<file path="src/rtl/alu_arbiter_if.sv">
// Bundle between two requesters, the shared ALU, the response consumer and the arbiter.
// master = surrounding system, slave = arbiter.
interface alu_arbiter_if #(parameter int n = 64);
  logic         req0_valid, req1_valid;
  logic         req0_ready, req1_ready;
  logic [n-1:0] req0_in1, req0_in2, req1_in1, req1_in2;
  logic [3:0]   req0_opt, req1_opt;
  logic [n-1:0] alu_in1, alu_in2;
  logic [3:0]   alu_opt;
  logic [n-1:0] alu_out;
  logic         alu_zero;
  logic         rsp_valid, rsp_ready, rsp_id, rsp_zero, rsp_err;
  logic [n-1:0] rsp_data;

  modport master (
    output req0_valid, req1_valid, req0_in1, req0_in2, req1_in1, req1_in2,
           req0_opt, req1_opt, alu_out, alu_zero, rsp_ready,
    input  req0_ready, req1_ready, alu_in1, alu_in2, alu_opt,
           rsp_valid, rsp_id, rsp_data, rsp_zero, rsp_err
  );

  modport slave (
    input  req0_valid, req1_valid, req0_in1, req0_in2, req1_in1, req1_in2,
           req0_opt, req1_opt, alu_out, alu_zero, rsp_ready,
    output req0_ready, req1_ready, alu_in1, alu_in2, alu_opt,
           rsp_valid, rsp_id, rsp_data, rsp_zero, rsp_err
  );
endinterface

</file>
<file path="src/rtl/alu_arbiter.sv">
// Two-requester round-robin front end for a shared combinational ALU.
// One operation in flight: IDLE accepts, EXEC captures the ALU result, RESP holds it.
module alu_arbiter #(
  parameter int n = 64
) (
  input logic         clk,
  input logic         reset,
  alu_arbiter_if.slave bus
);

  typedef enum logic [1:0] {
    IDLE = 2'd0,
    EXEC = 2'd1,
    RESP = 2'd2
  } state_t;

  state_t       r_state;
  logic         r_last_grant;
  logic         r_id;
  logic [n-1:0] r_in1, r_in2;
  logic [3:0]   r_opt;
  logic         r_rsp_valid, r_rsp_id, r_rsp_zero, r_rsp_err;
  logic [n-1:0] r_rsp_data;

  logic w_idle, w_grant0, w_grant1, w_legal;

  // Contention goes to whoever did not win last time.
  assign w_idle   = (r_state == IDLE) && !reset;
  assign w_grant0 = w_idle && bus.req0_valid && (!bus.req1_valid || r_last_grant);
  assign w_grant1 = w_idle && bus.req1_valid && (!bus.req0_valid || !r_last_grant);

  always_comb begin
    w_legal = 1'b0;
    case (r_opt)
      4'b0000, 4'b0001, 4'b0010, 4'b0110, 4'b0111, 4'b1100: w_legal = 1'b1;
      default: w_legal = 1'b0;
    endcase
  end

  always_ff @(posedge clk) begin
    if (reset) begin
      r_state      <= IDLE;
      r_last_grant <= 1'b1;
      r_id         <= 1'b0;
      r_in1        <= '0;
      r_in2        <= '0;
      r_opt        <= 4'b0000;
      r_rsp_valid  <= 1'b0;
      r_rsp_id     <= 1'b0;
      r_rsp_data   <= '0;
      r_rsp_zero   <= 1'b0;
      r_rsp_err    <= 1'b0;
    end else begin
      case (r_state)
        IDLE: begin
          if (w_grant0) begin
            r_in1        <= bus.req0_in1;
            r_in2        <= bus.req0_in2;
            r_opt        <= bus.req0_opt;
            r_id         <= 1'b0;
            r_last_grant <= 1'b0;
            r_state      <= EXEC;
          end else if (w_grant1) begin
            r_in1        <= bus.req1_in1;
            r_in2        <= bus.req1_in2;
            r_opt        <= bus.req1_opt;
            r_id         <= 1'b1;
            r_last_grant <= 1'b1;
            r_state      <= EXEC;
          end
        end
        EXEC: begin
          // An illegal opcode yields a flagged zero result regardless of the ALU.
          r_rsp_data  <= w_legal ? bus.alu_out : '0;
          r_rsp_zero  <= w_legal ? bus.alu_zero : 1'b1;
          r_rsp_err   <= !w_legal;
          r_rsp_id    <= r_id;
          r_rsp_valid <= 1'b1;
          r_state     <= RESP;
        end
        RESP: begin
          if (bus.rsp_ready) begin
            r_rsp_valid <= 1'b0;
            r_state     <= IDLE;
          end
        end
        default: begin
          r_rsp_valid <= 1'b0;
          r_state     <= IDLE;
        end
      endcase
    end
  end

  assign bus.req0_ready = w_grant0;
  assign bus.req1_ready = w_grant1;
  assign bus.alu_in1    = r_in1;
  assign bus.alu_in2    = r_in2;
  assign bus.alu_opt    = r_opt;
  assign bus.rsp_valid  = r_rsp_valid;
  assign bus.rsp_id     = r_rsp_id;
  assign bus.rsp_data   = r_rsp_data;
  assign bus.rsp_zero   = r_rsp_zero;
  assign bus.rsp_err    = r_rsp_err;

endmodule

</file>
<file path="src/flat_wrapper.sv">
// flat-port wrapper written by rule: the top's interface ports become plain ports
module alu_arbiter_flat 
#(
  parameter int n = 64
)
  (clk, reset, bus_req0_valid, bus_req1_valid, bus_req0_in1, bus_req0_in2, bus_req1_in1, bus_req1_in2, bus_req0_opt, bus_req1_opt, bus_alu_out, bus_alu_zero, bus_rsp_ready, bus_req0_ready, bus_req1_ready, bus_alu_in1, bus_alu_in2, bus_alu_opt, bus_rsp_valid, bus_rsp_id, bus_rsp_data, bus_rsp_zero, bus_rsp_err);
  alu_arbiter_if #(.n(n)) bus_i ();
  input logic clk;
  input logic reset;
  input wire logic [$bits(bus_i.req0_valid)-1:0] bus_req0_valid;
  input wire logic [$bits(bus_i.req1_valid)-1:0] bus_req1_valid;
  input wire logic [$bits(bus_i.req0_in1)-1:0] bus_req0_in1;
  input wire logic [$bits(bus_i.req0_in2)-1:0] bus_req0_in2;
  input wire logic [$bits(bus_i.req1_in1)-1:0] bus_req1_in1;
  input wire logic [$bits(bus_i.req1_in2)-1:0] bus_req1_in2;
  input wire logic [$bits(bus_i.req0_opt)-1:0] bus_req0_opt;
  input wire logic [$bits(bus_i.req1_opt)-1:0] bus_req1_opt;
  input wire logic [$bits(bus_i.alu_out)-1:0] bus_alu_out;
  input wire logic [$bits(bus_i.alu_zero)-1:0] bus_alu_zero;
  input wire logic [$bits(bus_i.rsp_ready)-1:0] bus_rsp_ready;
  output wire logic [$bits(bus_i.req0_ready)-1:0] bus_req0_ready;
  output wire logic [$bits(bus_i.req1_ready)-1:0] bus_req1_ready;
  output wire logic [$bits(bus_i.alu_in1)-1:0] bus_alu_in1;
  output wire logic [$bits(bus_i.alu_in2)-1:0] bus_alu_in2;
  output wire logic [$bits(bus_i.alu_opt)-1:0] bus_alu_opt;
  output wire logic [$bits(bus_i.rsp_valid)-1:0] bus_rsp_valid;
  output wire logic [$bits(bus_i.rsp_id)-1:0] bus_rsp_id;
  output wire logic [$bits(bus_i.rsp_data)-1:0] bus_rsp_data;
  output wire logic [$bits(bus_i.rsp_zero)-1:0] bus_rsp_zero;
  output wire logic [$bits(bus_i.rsp_err)-1:0] bus_rsp_err;
  assign bus_i.req0_valid = bus_req0_valid;
  assign bus_i.req1_valid = bus_req1_valid;
  assign bus_i.req0_in1 = bus_req0_in1;
  assign bus_i.req0_in2 = bus_req0_in2;
  assign bus_i.req1_in1 = bus_req1_in1;
  assign bus_i.req1_in2 = bus_req1_in2;
  assign bus_i.req0_opt = bus_req0_opt;
  assign bus_i.req1_opt = bus_req1_opt;
  assign bus_i.alu_out = bus_alu_out;
  assign bus_i.alu_zero = bus_alu_zero;
  assign bus_i.rsp_ready = bus_rsp_ready;
  assign bus_req0_ready = bus_i.req0_ready;
  assign bus_req1_ready = bus_i.req1_ready;
  assign bus_alu_in1 = bus_i.alu_in1;
  assign bus_alu_in2 = bus_i.alu_in2;
  assign bus_alu_opt = bus_i.alu_opt;
  assign bus_rsp_valid = bus_i.rsp_valid;
  assign bus_rsp_id = bus_i.rsp_id;
  assign bus_rsp_data = bus_i.rsp_data;
  assign bus_rsp_zero = bus_i.rsp_zero;
  assign bus_rsp_err = bus_i.rsp_err;
  alu_arbiter #(.n(n)) u_core (.clk(clk), .reset(reset), .bus(bus_i));
endmodule
</file>
<file path="config.mk">
export PLATFORM = sky130hd
export DESIGN_NAME = alu_arbiter_flat
export DESIGN_NICKNAME = d
export VERILOG_FILES = /design/src/rtl/alu_arbiter_if.sv /design/src/rtl/alu_arbiter.sv /design/src/flat_wrapper.sv
export SDC_FILE = /design/constraint.sdc
export NUM_CORES = 1
export LEC_CHECK = 0
export ABC_CLOCK_PERIOD_IN_PS = 1900
export BUFFER_PORTS_ARGS = -buffer_cell sky130_fd_sc_hd__buf_2
export CAP_MARGIN = 20
export CORE_AREA = 2 2 208 210
export DETAILED_ROUTE_END_ITERATION = 7
export DIE_AREA = 0 0 210 212
export SLEW_MARGIN = 20
export SYNTH_ARGS = -nofsm -noshare
export SYNTH_HDL_FRONTEND = slang
export SYNTH_SLANG_ARGS = --single-unit
</file>
<file path="constraint.sdc">
create_clock -name clk -period 1.9 [get_ports clk]
set_clock_uncertainty 0.05 [all_clocks]
set_input_delay 0.095 -clock clk [delete_from_list [all_inputs] [get_ports clk]]
set_output_delay 0.095 -clock clk [all_outputs]
set_load 0.1 [all_outputs]
</file>
# Yosys cells after proc, flatten, opt, wreduce, memory -nomap -nowiden
# Index checks and enable logic that the tools add are counted.
# totals
ff_bits	204
latchBits	0
mem_bits_rw	0
romBits	0
in_bits	334
out_inout_bits	202
wordCells	57
memories	0
# op_classes
add_sub_neg	0
n_mul	0
n_div	0
n_lt_le_gt_ge	0
n_eq_ne	9
n_shift	0
n_mux	17
n_bitwise	1
reduce_logical	19
# op_table
cell	count
$mux 64	5
$eq 4x3->1 const B	2
$mux 4	2
$mux 2	3
$pmux 2 s3	1
$reduce_and 2->1	3
$reduce_or 6->1	1
$logic_and 1x1->1	5
$logic_not 1->1	5
$mux 1	5
$eq 4x1->1 const B	1
$eq 4x2->1 const B	1
$eq 4x4->1 const B	1
$logic_not 4->1	1
$ne 3x3->1 const B	1
$pmux 1 s3	1
$eq 2x1->1 const B	1
$eq 2x2->1 const B	1
$logic_not 2->1	1
$logic_or 1x1->1	2
$ne 2x2->1 const B	1
$reduce_bool 2->1	1
$not 1->1	1

# Depth between registers and ports, before layout
# Gate-level depths: netlist of run 1.
# depth
word_depth	7
depth_mapped	8
mapped_depth_nobuf	3

# Worst setup path before layout of run 1
# Ideal clock, no wire load.
# synth_timing
kind	flip-flop to flip-flop
start	register u_core.r_opt[1], in the netlist u_core.bus.alu_opt[1]
end	register u_core.r_rsp_data[10], in the netlist u_core.bus.rsp_data[10]
setup_ps	125
arrival_ps	2004
t_required_ps	1725
path_slack_ps	-279
path_stages_with_launch	6
n_path_buf	2
synth_period_minus_slack_ps	2179
path_cell_list	dfxtp_1 -> and3b_1 -> o31a_1 -> clkbuf_1 -> buf_1 -> o2bb2ai_1
# synth_via
elab_chain_cells	4
elab_cells_between_ends	9
cone_classes	eq/ne (5); mux (2); reduce/logical (2)
# synth_rtl
item	line	text
from (decl)	alu_arbiter.sv:21	logic [3:0] r_opt;
from (signal assigned)	alu_arbiter.sv:59	r_opt <= bus.req0_opt;
from (signal assigned)	alu_arbiter.sv:66	r_opt <= bus.req1_opt;
$eq 4x1->1, or another cell as far along	alu_arbiter.sv:34	case (r_opt)
$reduce_or 6->1 *	alu_arbiter.sv:34	
$mux 1 *	alu_arbiter.sv:34	
$mux 64 *	alu_arbiter.sv:74	r_rsp_data <= w_legal ? bus.alu_out : '0;
to (signal assigned)	alu_arbiter.sv:74	
to (decl)	alu_arbiter.sv:23	logic [n-1:0] r_rsp_data;
# Mark *: on every way between the ends. The rest lies on a longest branch, timed or not.
# A chain may end at the register's enable or synchronous reset.

# Worst setup path after layout of run 1
# layout_timing
start	register u_core.r_state[1]
end	register u_core.r_in2[25], in the netlist u_core.bus.alu_in2[25]
# layout_via
elab_chain_cells	6
elab_cells_between_ends	9
cone_classes	mux (1); reduce/logical (8)
# layout_rtl
item	line	text
from (decl)	alu_arbiter.sv:17	state_t r_state;
from (signal assigned)	alu_arbiter.sv:42	r_state <= IDLE;
from (signal assigned)	alu_arbiter.sv:62	r_state <= EXEC;
from (signal assigned)	alu_arbiter.sv:69	r_state <= EXEC;
$logic_not 2->1 *	alu_arbiter.sv:28, alu_arbiter.sv:54	
$logic_and 1x1->1	alu_arbiter.sv:28	assign w_idle = (r_state == IDLE) && !reset;
$logic_and 1x1->1, on equally long branches (2 in series)	alu_arbiter.sv:29, alu_arbiter.sv:30	
$reduce_bool 2->1 (no source line)	n/a	
$reduce_and 2->1 (no source line)	n/a	
to (signal assigned)	alu_arbiter.sv:58	r_in2 <= bus.req0_in2;
to (signal assigned)	alu_arbiter.sv:65	r_in2 <= bus.req1_in2;
to (decl)	alu_arbiter.sv:20	logic [n-1:0] r_in1, r_in2;
# Marked as above.

==> results of run 1 <==
==> final cells by class <==
| class | count | area, µm² | area share, % |
|---|---|---|---|
| Inverter | 4 | 20.0 | 0.110 |
| Clock inverter | 6 | 80.1 | 0.440 |
| Clock buffer | 37 | 721 | 3.96 |
| Tap cell | 546 | 683 | 3.75 |
| Multi-Input combinational cell | 685 | 5570 | 30.6 |
| Timing Repair Buffer | 942 | 7040 | 38.6 |
| Antenna cell | 2 | 5.00 | 0.0275 |
| Sequential cell | 204 | 4090 | 22.5 |
==> power by group through the flow <==
stage / Sequential [W] / Combinational (W) / Clock [W]
2_1_floorplan: 0.00763 / 0.00166 / 0
3_3_place_gp: 0.00498 / 0.00574 / 0
3_5_place_dp: 0.00498 / 0.00577 / 0
4_1_cts: 0.00490 / 0.00632 / 0.00488
5_1_grt: 0.00494 / 0.00669 / 0.00502
6_report: 0.00491 / 0.00643 / 0.00475
==> stage by stage <==
step | setup WS (ns) | util (%) | hold slack [ns]
finish | 0.0487 | 42.8 | 0.0237
global route | -0.0130 | 42.8 | 0.0426
CTS | 0.00805 | 42.7 | 0.000402
detailed placement | 0.0397 | 32.9 | 0.286
global placement | 0.0862 | 32.9 | 0.285
floorplan | 0.0713 | - | 0.182
==> placed cells by master (no fill, tap or decap), drive strengths merged, types with 2 or more instances in the layout <==
cell / synthesis / routed
clkbuf: 135 / 38
a21oi: 134 / 134
diode: 0 / 2
nor2: 4 / 4
nand4: 132 / 132
dfxtp: 204 / 204
bufinv: 0 / 2
nor2b: 3 / 3
o31ai: 133 / 133
o2bb2ai: 64 / 64
a311oi: 132 / 132
nand3: 65 / 65
buf: 41 / 609
clkinv: 1 / 4
o21ai: 3 / 3
dlygate4sd3: 0 / 332
inv: 3 / 4
==> cells by family (layout without fill, tap and decap cells) <==
group | Yosys count | in the layout
and+or+nand+nor | 213 | 213
DFF | 204 | 204
AOI/OAI and AO/OA | 471 | 471
other | 0 | 2
muxes | 1 | 1
buffers and inverters | 180 | 989
==> worst max-delay path, cell delays in order, from the launching register on <==
cell and delay (ns):
dfxtp_2 0.36, or3_4 0.43, buf_12 0.20, buf_12 0.18, o31ai_2 0.31, a311oi_2 0.14
==> path summary, 6_finish.rpt <==
kind                      startpoint                 endpoint  slack, ns  depth (start not counted)
max                u_core.r_state[1]   u_core.bus.alu_in2[25]       0.05                          5
min                   bus_req1_valid              u_core.r_id       0.02                          3
max reg2reg        u_core.r_state[1]   u_core.bus.alu_in2[25]       0.05                          5
min reg2reg  u_core.bus.rsp_data[25]  u_core.bus.rsp_data[25]       0.41                          1
==> flip-flops by register name, summed over array words and instances, names as in the netlist <==
signal	cells
u_core.bus.alu_in2	64
u_core.r_state	2
u_core.r_id	1
u_core.bus.rsp_valid	1
u_core.bus.rsp_zero	1
u_core.bus.alu_opt	4
u_core.bus.rsp_id	1
u_core.bus.rsp_data	64
u_core.bus.rsp_err	1
u_core.r_last_grant	1
u_core.bus.alu_in1	64
==> routing by layer <==
| layer | vias up | track usage, % | wire length (µm) |
|---|---|---|---|
| li1 | 5962 | - | - |
| met1 | 6217 | 23.8 | 18800 |
| met2 | 803 | 34.0 | 23200 |
| met3 | 171 | 4.59 | 4070 |
| met4 | 2 | 9.20 | 2090 |
| met5 | - | 0 | 13 |
==> repair_timing <==
action	4_1_cts	5_1_grt
hold buffers	332	0
pin swaps	1	3
endpoints found under the hold margin	200	0
setup buffers	4	0
setup endpoints to repair	2	39
gates resized for setup	5	7
gates cloned	0	1
==> metrics.md, run 1 <==
| Metric | Value |
|---|---|
| Drt pass-1 iters | `5` |
| Die area | `around 45000 µm²` |
| Number of global-route vias before repair | `roughly 13000` |
| Drt wl/cell | `19.9 µm` |
| Synth cell types | `35` |
| Inst Count DP | `a little over 2000` |
| Slew @ Worst Pin | `about 0.91 ns` |
| Power Density | `around 880 nW/µm²` |
| Synth warnings | `0` |
| Final instance area | `roughly 18000 µm²` |
| Switch Pwr | `0.00672 W` |
| Period utilization | `between 90% and 100%` |
| Main flop type after synthesis | `dfxtp_1` |
| Final hold vios | `0` |
| Post-DP Area | `roughly 14000 µm²` |
| Flops & latches, synth | `about 200` |
| Via/cell ratio | `5.42` |
| Reg clk slew, reported paths | `~0.06 ns` |
| Share of total power in combinational logic | `between 30 and 40%` |
| Status | `finished clean` |
| Maximum vdd drop | `515 µV` |
| Pins Over Slew Limit | `0` |
| Post-synth top cells | `204 x dfxtp_1, 135 x clkbuf_1, 134 x a21oi_1` |
| Total GRT Usage | `approximately a fifth` |
| Worst skew pair latency | `between 0.5 and 0.6 ns` |
| Rows | `between 70 and 80` |
| Critical Path AT | `around 2.2 ns` |
| Synth Area in Adders | `0%` |
| Layout cells sized above 1 | `a little over two fifths` |
| FMAX | `540 MHz` |
| Crit path time final | `between 1.5 and 2 ns` |
| # DRC | `0` |
| Antenna violations before repair | `3` |
| Clock power frac | `29.5%` |
| Number of buffers created by CTS | `24` |
| Via count | `about 13000` |
| H-tree depth | `1` |
| Sw Ratio | `41.8%` |
| Initial Utilization | `24.4%` |
| Total power after layout | `roughly 0.016 W` |
| Gr ovfl total | `0` |
| Total Routed Length | `~48000 µm` |
| First-pass GRT wire length | `71800 µm` |
| Area Growth Syn to Fin | `75.4%` |
| Mapped Cells | `approximately 1100` |
| Number of port buffers | `between 500 and 600` |
| Placer Congestion | `about 0.84` |
| Critical path peak fanout | `27` |
| DR iter-0 viols | `~1000` |
| Top post-synthesis cells by area | `dfxtp_1 39%, a311oi_2 10%, o31ai_2 8.4%` |
| Mux contribution to synthesized area | `less than 1%` |
| # fillers | `slightly below 4000` |
| Hold Path Class | `primary input to flop` |
| Post-route ant nets | `0` |
| # clock sinks | `between 200 and 250` |
| Yosys top cell by area | `dfxtp_1` |
| Die W | `around 210 µm` |
| Largest family of logic cells by synthesized area | `compound AO/OA/AOI/OAI gates` |
| Floorplan core area | `roughly 43000 µm²` |
| Post-Synth XOR/XNOR Area | `0%` |
| Seq/Total Area, Yosys | `approximately two fifths` |
| Compound-gate portion of the synthesized area | `about two fifths` |
| Final Instance Count excl. Fillers | `2426` |
| RSZ-0062 raised after global routing | `true` |
| Pint | `about 0.0094 W` |
| Lkg Pwr | `7.34 nW` |
| Dpl hpwl | `29300 µm` |
| Syn Area/Cell | `roughly 10 µm²` |
| Die extent in y | `about 210 µm` |
| Kind of start point of the critical path | `flop` |
| Max Root-Sink Buffers | `3` |
| CP Capture Type | `flop` |
| Synth Area in Simple Gates | `12.0%` |
| Setup tns final | `0 ns` |
| Synthesized cell area | `between 10000 and 15000 µm²` |
| Maxcap violations | `0` |
| Synth async-reset ratio | `0%` |
| Ports | `536` |
| Slew HR | `about two fifths` |
| CTS tree | `done` |
| Largest net degree at the start of global routing | `~130` |
| Share of the synthesized area in the top cell type | `39.3%` |
| Seq pwr share | `~31%` |
| Final net count | `about 2200` |
| Clock root buffer | `clkbuf_16` |
| Worst Setup Path Type | `flop to flop` |
| # setup viols final | `0` |
| Syn nets | `~1400` |
| Number of enable flip-flop cells after synthesis | `0` |
| Required time worst endpoint | `2.22 ns` |
| Top-count cell post-synth | `dfxtp_1` |
Note: power is estimated with default switching activity, not from simulation.
==> run 2, diff against run 1 <==
--- a/config.mk
+++ b/config.mk
@@ -5,7 +5,7 @@
 export SDC_FILE = /design/constraint.sdc
 export NUM_CORES = 1
 export LEC_CHECK = 0
-export ABC_CLOCK_PERIOD_IN_PS = 1900
+export ABC_CLOCK_PERIOD_IN_PS = 2050
 export BUFFER_PORTS_ARGS = -buffer_cell sky130_fd_sc_hd__buf_2
 export CAP_MARGIN = 20
 export CORE_AREA = 2 2 208 210
==> constraint.sdc (replaced) <==
create_clock -name clk -period 2.05 [get_ports clk]
set_clock_uncertainty 0.05 [all_clocks]
set_input_delay 0.1025 -clock clk [delete_from_list [all_inputs] [get_ports clk]]
set_output_delay 0.1025 -clock clk [all_outputs]
set_load 0.1 [all_outputs]
==> run 2 against run 1 <==
Against the previous run:
- fmax down 7.9%
- register-to-register slack about the same
- setup slack worse by 0.0085 ns
- die area unchanged
- first-iteration DRC count up 9.5%
- utilization up 0.53 points
- routed wire length up 0.52%
- final area up 1.2%
- highest routed layer unchanged
==> metrics.md, run 2 (synthesis results as in run 1) <==
| Metric | Value |
|---|---|
| Status | `finished clean` |
| Maximum vdd drop | `489 µV (-5.0%)` |
| Worst Hold Depth | `4 (+1)` |
| Register area | `4090 µm² (unchanged)` |
| Drt pass-1 iters | `5 (unchanged)` |
| Period utilization | `98.0% (+0.60 points)` |
| # DRC | `0 (unchanged)` |
| Commonest non-fill, non-tap cell in the layout | `buf_2` |
| Kind of start point of the critical path | `flop` |
| Worst Setup Path Type | `flop to flop` |
| Layout cells sized above 1 | `42.9% (-0.21 points)` |
| Initial Utilization | `24.4% (unchanged)` |
| Critical Path AT | `2.35 ns (+0.18 ns)` |
| Die area | `44500 µm² (unchanged)` |
| R2R depth | `5 (unchanged)` |
| Met1 WL | `18900 µm (+0.65%)` |
| Drt wl/cell | `19.8 µm (-0.55%)` |
| Lkg Pwr | `7.51 nW (+2.3%)` |
| H-tree depth | `1 (unchanged)` |
| # setup viols final | `0 (unchanged)` |
| Dpl ws | `0.180 ns (+0.140 ns)` |
| Final hold vios | `0 (unchanged)` |
| Reg clk slew, reported paths | `0.06 ns (about the same)` |
| Rows | `76 (unchanged)` |
| Power Density | `811 nW/µm² (-8.2%)` |
| Final Instance Count excl. Fillers | `2452 (+1.1%)` |
| Maxcap violations | `0 (unchanged)` |
| Required time worst endpoint | `2.39 ns (+0.17 ns)` |
| Slew @ Worst Pin | `0.920 ns (+0.0126 ns)` |
| Inserted Diodes | `0 (-2)` |
| Placer Congestion | `0.827 (-1.7%)` |
| Inst Count DP | `2044 (unchanged)` |
| Uppermost routed layer | `met5` |
| FF-to-FF setup slack | `0.04 ns (about the same)` |
| Hold_sp | `bus_req1_valid` |
| Worst skew pair latency | `0.54 ns (about the same)` |
| Area Growth Syn to Fin | `77.6%` |
| DR iter-0 viols | `1139 (+9.5%)` |
| Largest net degree at the start of global routing | `90 (-33%)` |
| Total GRT Usage | `20.1% (+0.18 points)` |
| Setup slack after layout | `0.0402 ns (-0.00850 ns)` |
| Commonest non-fill, non-tap cells in the layout | `532 x buf_2, 351 x dlygate4sd3_1, 199 x dfxtp_1` |
| Number of port buffers | `535 (unchanged)` |
| RSZ-0062 raised after global routing | `false` |
| Via count | `13300 (+1.1%)` |
| Dpl hpwl | `28500 µm (-2.7%)` |
| Ports | `536 (unchanged)` |
| Total Routed Length | `48400 µm (+0.52%)` |
| Post-route ant nets | `0 (unchanged)` |
| Critical path peak fanout | `81 (+200%)` |
| Gr ovfl total | `0 (unchanged)` |
| End of the worst register-to-register path | `u_core.bus.alu_in1[47]` |
| Multi-input logic area | `5560 µm² (-0.18%)` |
| Met2 wire length | `23300 µm (+0.49%)` |
| Final hold slack | `0.122 ns (+0.0985 ns)` |
| FMAX | `498 MHz (-7.9%)` |
| Hold Path Class | `primary input to flop` |
| CP Capture Type | `flop` |
| Floorplan core area | `42500 µm² (unchanged)` |
| Pins Over Slew Limit | `0 (unchanged)` |
| Final net count | `2225 (+1.4%)` |
| Number of buffers created by CTS | `24 (unchanged)` |
| CTS tree | `done` |
| Antenna violations before repair | `0 (-3)` |
| Setup tns final | `0 ns (unchanged)` |
| First-pass GRT wire length | `72700 µm (+1.3%)` |
| # clock sinks | `204 (unchanged)` |
| # fillers | `3870 (+0.18%)` |
| Crit path time final | `2.01 ns (+0.158 ns)` |
| Die W | `210 µm (unchanged)` |
| Worst R2R Start | `u_core.r_state[0]` |
| Hold endpoint | `u_core.r_id` |
| Via/cell ratio | `5.43 (about the same)` |
| DR WL met3 | `4000 µm (-1.6%)` |
| Max Root-Sink Buffers | `3 (unchanged)` |
| Slew HR | `38.7% (-0.84 points)` |
| Number of global-route vias before repair | `13100 (+0.61%)` |
| Core Util, Final | `43.4% (+0.53 points)` |
| Die extent in y | `212 µm (unchanged)` |
| Clock root buffer | `clkbuf_16` |
run 2: changes by cell type in the layout (fill, tap and decap cells not counted), moves of 2 or more:
cell	before	now
clkbuf_1	7	4
dlygate4sd3_1	332	351
buf_12	33	27
dfxtp_2	7	4
dfxtp_1	197	199
buf_4	41	54
diode_2	2	0
o31ai_4	2	0
run 2: power breakdown:
part           switching, W  total, W  leakage, nW  internal [W]
logic               0.00427   0.00604         5.44       0.00176
registers          0.000214   0.00454         1.68       0.00433
clock network       0.00175   0.00439        0.397       0.00264
run 2: final cells by class:
type	instances	share of cell area [%]
clock buffers	34	3.85
clock inverters	7	0.461
inverters	4	0.109
multi-input cells	685	30.2
flip-flops and latches	204	22.2
well taps	546	3.71
repair buffers	972	39.5
run 2: through the flow:
step / power, W / instance area, µm²
after global placement: 0.00989 / 13900
after detailed placement: 0.00993 / 13900
after floorplan: 0.00860 / 10400
after CTS: 0.0149 / 18300
after global routing: 0.0155 / 18400
final: 0.0150 / 18400
run 2: how the worst max path moves through the flow:
stage                          startpoint                 endpoint  depth (start not counted)
floorplan           u_core.bus.alu_opt[3]  u_core.bus.rsp_data[10]                          4
global placement        u_core.r_state[1]   u_core.bus.alu_in1[35]                          6
detailed placement      u_core.r_state[1]   u_core.bus.alu_in2[60]                          6
CTS                     u_core.r_state[0]           bus_req1_ready                          5
global route            u_core.r_state[0]  u_core.bus.rsp_data[13]                          6
finish                  u_core.r_state[0]   u_core.bus.alu_in1[47]                          5
run 2: routing by layer:
layer  GRT usage (%)  up-vias
li1                -     6016
met1            24.3     6253
met2            34.0      861
met3            4.15      173
met4            9.78        2
met5               0        -
run 2: worst max-delay path, stage by stage (launching register included):
cell and delay, ns:
dfxtp_4 0.35, buf_4 0.14, or3_4 0.40, buf_12 0.19, o31ai_1 0.41, a311oi_1 0.16
run 2: repair_timing:
| item | in CTS | in global routing |
|---|---|---|
| endpoints found under the hold margin | 201 | 0 |
| pin swaps | 2 | 3 |
| hold buffers | 351 | 0 |
| endpoints found under the setup margin | 2 | 36 |
| cloned | 1 | 1 |
| setup buffers | 4 | 10 |
| resized for setup | 9 | 6 |
==> run 3, diff against run 2 <==
--- a/config.mk
+++ b/config.mk
@@ -8,9 +8,9 @@
 export ABC_CLOCK_PERIOD_IN_PS = 2050
 export BUFFER_PORTS_ARGS = -buffer_cell sky130_fd_sc_hd__buf_2
 export CAP_MARGIN = 20
-export CORE_AREA = 2 2 208 210
+export CORE_AREA = 4 4 209 211
 export DETAILED_ROUTE_END_ITERATION = 7
-export DIE_AREA = 0 0 210 212
+export DIE_AREA = 0 0 213 215
 export SLEW_MARGIN = 20
 export SYNTH_ARGS = -nofsm -noshare
 export SYNTH_HDL_FRONTEND = slang
==> run 3 against run 2 <==
Against the previous run:
- final area shrank 3.0%
- setup slack better by 0.041 ns
- sequential cell count unchanged
- global-route usage is essentially flat
- clock power grew 0.9%
- hold slack got worse by 0.022 ns
- register-to-register slack improved by 0.04 ns
- sequential power hardly changed
- first-iteration DRC count is 15% lower
- non-clock buffer count shrank 55
- cell count fell by 2.2%
- sequential share of layout area grew 0.66 points
- largest power group unchanged
==> metrics.md, run 3 (synthesis results as in run 1) <==
| Metric | Value |
|---|---|
| Period utilization | `96.0% (-2.0 points)` |
| Clock root buffer | `clkbuf_16` |
| Crit path time final | `1.97 ns (-0.0409 ns)` |
| Worst skew pair latency | `0.52 ns (-0.02 ns)` |
| Uppermost routed layer | `met5` |
| Final hold vios | `0 (unchanged)` |
| Drt pass-1 iters | `5 (unchanged)` |
| Max Root-Sink Buffers | `3 (unchanged)` |
| Slew HR | `41.8% (+3.2 points)` |
| Final net count | `2170 (-2.5%)` |
| Worst Setup Path Type | `flop to output port` |
| Power Density | `828 nW/µm² (+2.0%)` |
| Critical-path cell list | `nand2b_4 -> buf_6 -> nand3_2 -> inv_1 -> buf_12` |
| # clock sinks | `204 (unchanged)` |
| Ports | `536 (unchanged)` |
| Met1 WL | `18600 µm (-2.0%)` |
| Total Routed Length | `49400 µm (+2.0%)` |
| Via/cell ratio | `5.51 (+1.6%)` |
| Slew @ Worst Pin | `0.873 ns (-0.0473 ns)` |
| Area Growth Syn to Fin | `72.2%` |
| Reg clk slew, reported paths | `0.06 ns (about the same)` |
| RSZ-0062 raised after global routing | `false` |
| Die W | `213 µm (+1.4%)` |
| Maximum vdd drop | `416 µV (-15%)` |
| Slowest cell on crit path | `dfxtp_1` |
| Number of buffers created by CTS | `24 (unchanged)` |
| Critical path peak fanout | `22 (-73%)` |
| Floorplan core area | `41800 µm² (-1.8%)` |
| Post-route ant nets | `0 (unchanged)` |
| End of the worst register-to-register path | `u_core.bus.alu_in2[62]` |
| Hold Path Class | `primary input to flop` |
| Number of port buffers | `535 (unchanged)` |
| Total GRT Usage | `20.1% (about the same)` |
| Multi-input logic area | `5550 µm² (-0.27%)` |
| # fillers | `3806 (-1.7%)` |
| Dpl hpwl | `30300 µm (+6.4%)` |
| Dpl ws | `0.165 ns (-0.0142 ns)` |
| Maxcap violations | `0 (unchanged)` |
| Placer Congestion | `0.818 (-1.1%)` |
| Register area | `4090 µm² (-0.12%)` |
| Lkg Pwr | `7.18 nW (-4.5%)` |
| Hold endpoint | `u_core.bus.alu_in1[0]` |
| # DRC | `0 (unchanged)` |
| Drt wl/cell | `20.6 µm (+4.3%)` |
| First-pass GRT wire length | `75400 µm (+3.7%)` |
| Setup tns final | `0 ns (unchanged)` |
| H-tree depth | `1 (unchanged)` |
| Largest net degree at the start of global routing | `98 (+8.9%)` |
| DR iter-0 viols | `963 (-15%)` |
| Critical Path AT | `1.82 ns (-0.53 ns)` |
| Status | `finished clean` |
| FMAX | `508 MHz (+2.1%)` |
| Worst Hold Depth | `4 (unchanged)` |
| Commonest non-fill, non-tap cells in the layout | `531 x buf_2, 333 x dlygate4sd3_1, 201 x dfxtp_1` |
| Initial Utilization | `24.9% (+0.44 points)` |
| Setup slack after layout | `0.0811 ns (+0.0409 ns)` |
| Post-DP Area | `13700 µm² (-1.6%)` |
| Die area | `45800 µm² (+2.9%)` |
| Rows | `75 (-1.3%)` |
| Layout cells sized above 1 | `42.0% (-0.88 points)` |
| Final Instance Count excl. Fillers | `2398 (-2.2%)` |
| Required time worst endpoint | `1.90 ns (-0.49 ns)` |
| DR WL met3 | `4480 µm (+12%)` |
| Gr ovfl total | `0 (unchanged)` |
| CTS tree | `done` |
| Pins Over Slew Limit | `0 (unchanged)` |
| Die extent in y | `215 µm (+1.4%)` |
| Antenna violations before repair | `7 (+7)` |
| Hold_sp | `bus_req0_valid` |
| R2R depth | `4 (-1)` |
| FF-to-FF setup slack | `0.08 ns (+0.04 ns)` |
| Inst Count DP | `2012 (-1.6%)` |
| Final instance area | `17900 µm² (-3.0%)` |
| Worst R2R Start | `u_core.r_state[1]` |
| CP max stage delay | `0.42 ns (about the same)` |
| Met2 wire length | `23300 µm (about the same)` |
| Commonest non-fill, non-tap cell in the layout | `buf_2` |
| Number of global-route vias before repair | `13500 (+3.0%)` |
| Kind of start point of the critical path | `flop` |
| # setup viols final | `0 (unchanged)` |
| CP Capture Type | `output port` |
| Via count | `13200 (-0.66%)` |
==> run 3: changes by cell type in the layout (fill, tap and decap cells not counted), sizes merged <==
cell         previous run  this run
buf                   619       583
bufinv                  2         3
clkbuf                 35        32
clkinv                  5         7
clkinvlp                0         1
diode                   0         6
dlygate4sd3           351       333
==> run 3: worst max-delay path by stage <==
stage | startpoint | end | slack (ns) | cells after the start
3_3_place_gp | u_core.r_state[1] | u_core.bus.alu_in1[0] | 0.26 | 4
3_5_place_dp | u_core.r_state[1] | u_core.bus.alu_in2[0] | 0.17 | 6
2_1_floorplan | u_core.bus.alu_opt[3] | u_core.bus.rsp_data[10] | 0.03 | 4
4_1_cts | u_core.r_state[0] | bus_req0_ready | 0.01 | 5
6_report | u_core.r_last_grant | bus_req0_ready | 0.08 | 5
5_1_grt | u_core.r_last_grant | bus_req0_ready | 0.002 | 5
==> run 3: per-stage QoR <==
| stage | util, % | total power (W) | hold WS [ns] |
|---|---|---|---|
| 2_1_floorplan | - | 0.00860 | 0.190 |
| 3_3_place_gp | 32.7 | 0.00983 | 0.300 |
| 3_5_place_dp | 32.7 | 0.00987 | 0.305 |
| 4_1_cts | 42.8 | 0.0149 | 0.0601 |
| 5_1_grt | 42.8 | 0.0153 | 0.120 |
| 6_report | 42.8 | 0.0148 | 0.0997 |
==> run 3: worst max-delay path: cells and delay by family (launching register included) <==
kind,cells,cell delay (ns)
buffers and inverters,3,0.52
and+or+nand+nor,2,0.34
DFF,1,0.42
==> run 3: power breakdown <==
group / internal [W] / total (W) / leakage (nW) / switching [W]
Clock: 0.00267 / 0.00443 / 0.398 / 0.00176
Sequential: 0.00433 / 0.00454 / 1.68 / 0.000214
Combinational: 0.00160 / 0.00584 / 5.10 / 0.00423
Total: 0.00860 / 0.0148 / 7.18 / 0.00621
==> run 3: repair_timing <==
| action | 4_1_cts | 5_1_grt |
|---|---|---|
| setup endpoints to repair | 2 | 2 |
| resized for setup | 4 | 0 |
| hold buffers | 333 | 0 |
| pin swaps | 1 | 1 |
| cloned | 1 | 0 |
| buffers inserted | 2 | 2 |
| endpoints found under the hold margin | 201 | 0 |
==> run 3: routing by layer <==
metal  track usage [%]  up-vias
met5                 0        -
met1              23.4     6186
met2              33.8      883
met3              4.55      228
li1                  -     5918
met4              11.3        2
==> run 3: final cells by class <==
class                   instances  area share [%]
repair buffers                917            37.7
multi-input cells             685            31.0
flip-flops and latches        204            22.9
well taps                     539            3.77
clock buffers                  32            3.76
clock inverters                11           0.742
inverters                       4           0.112
diodes                          6          0.0840
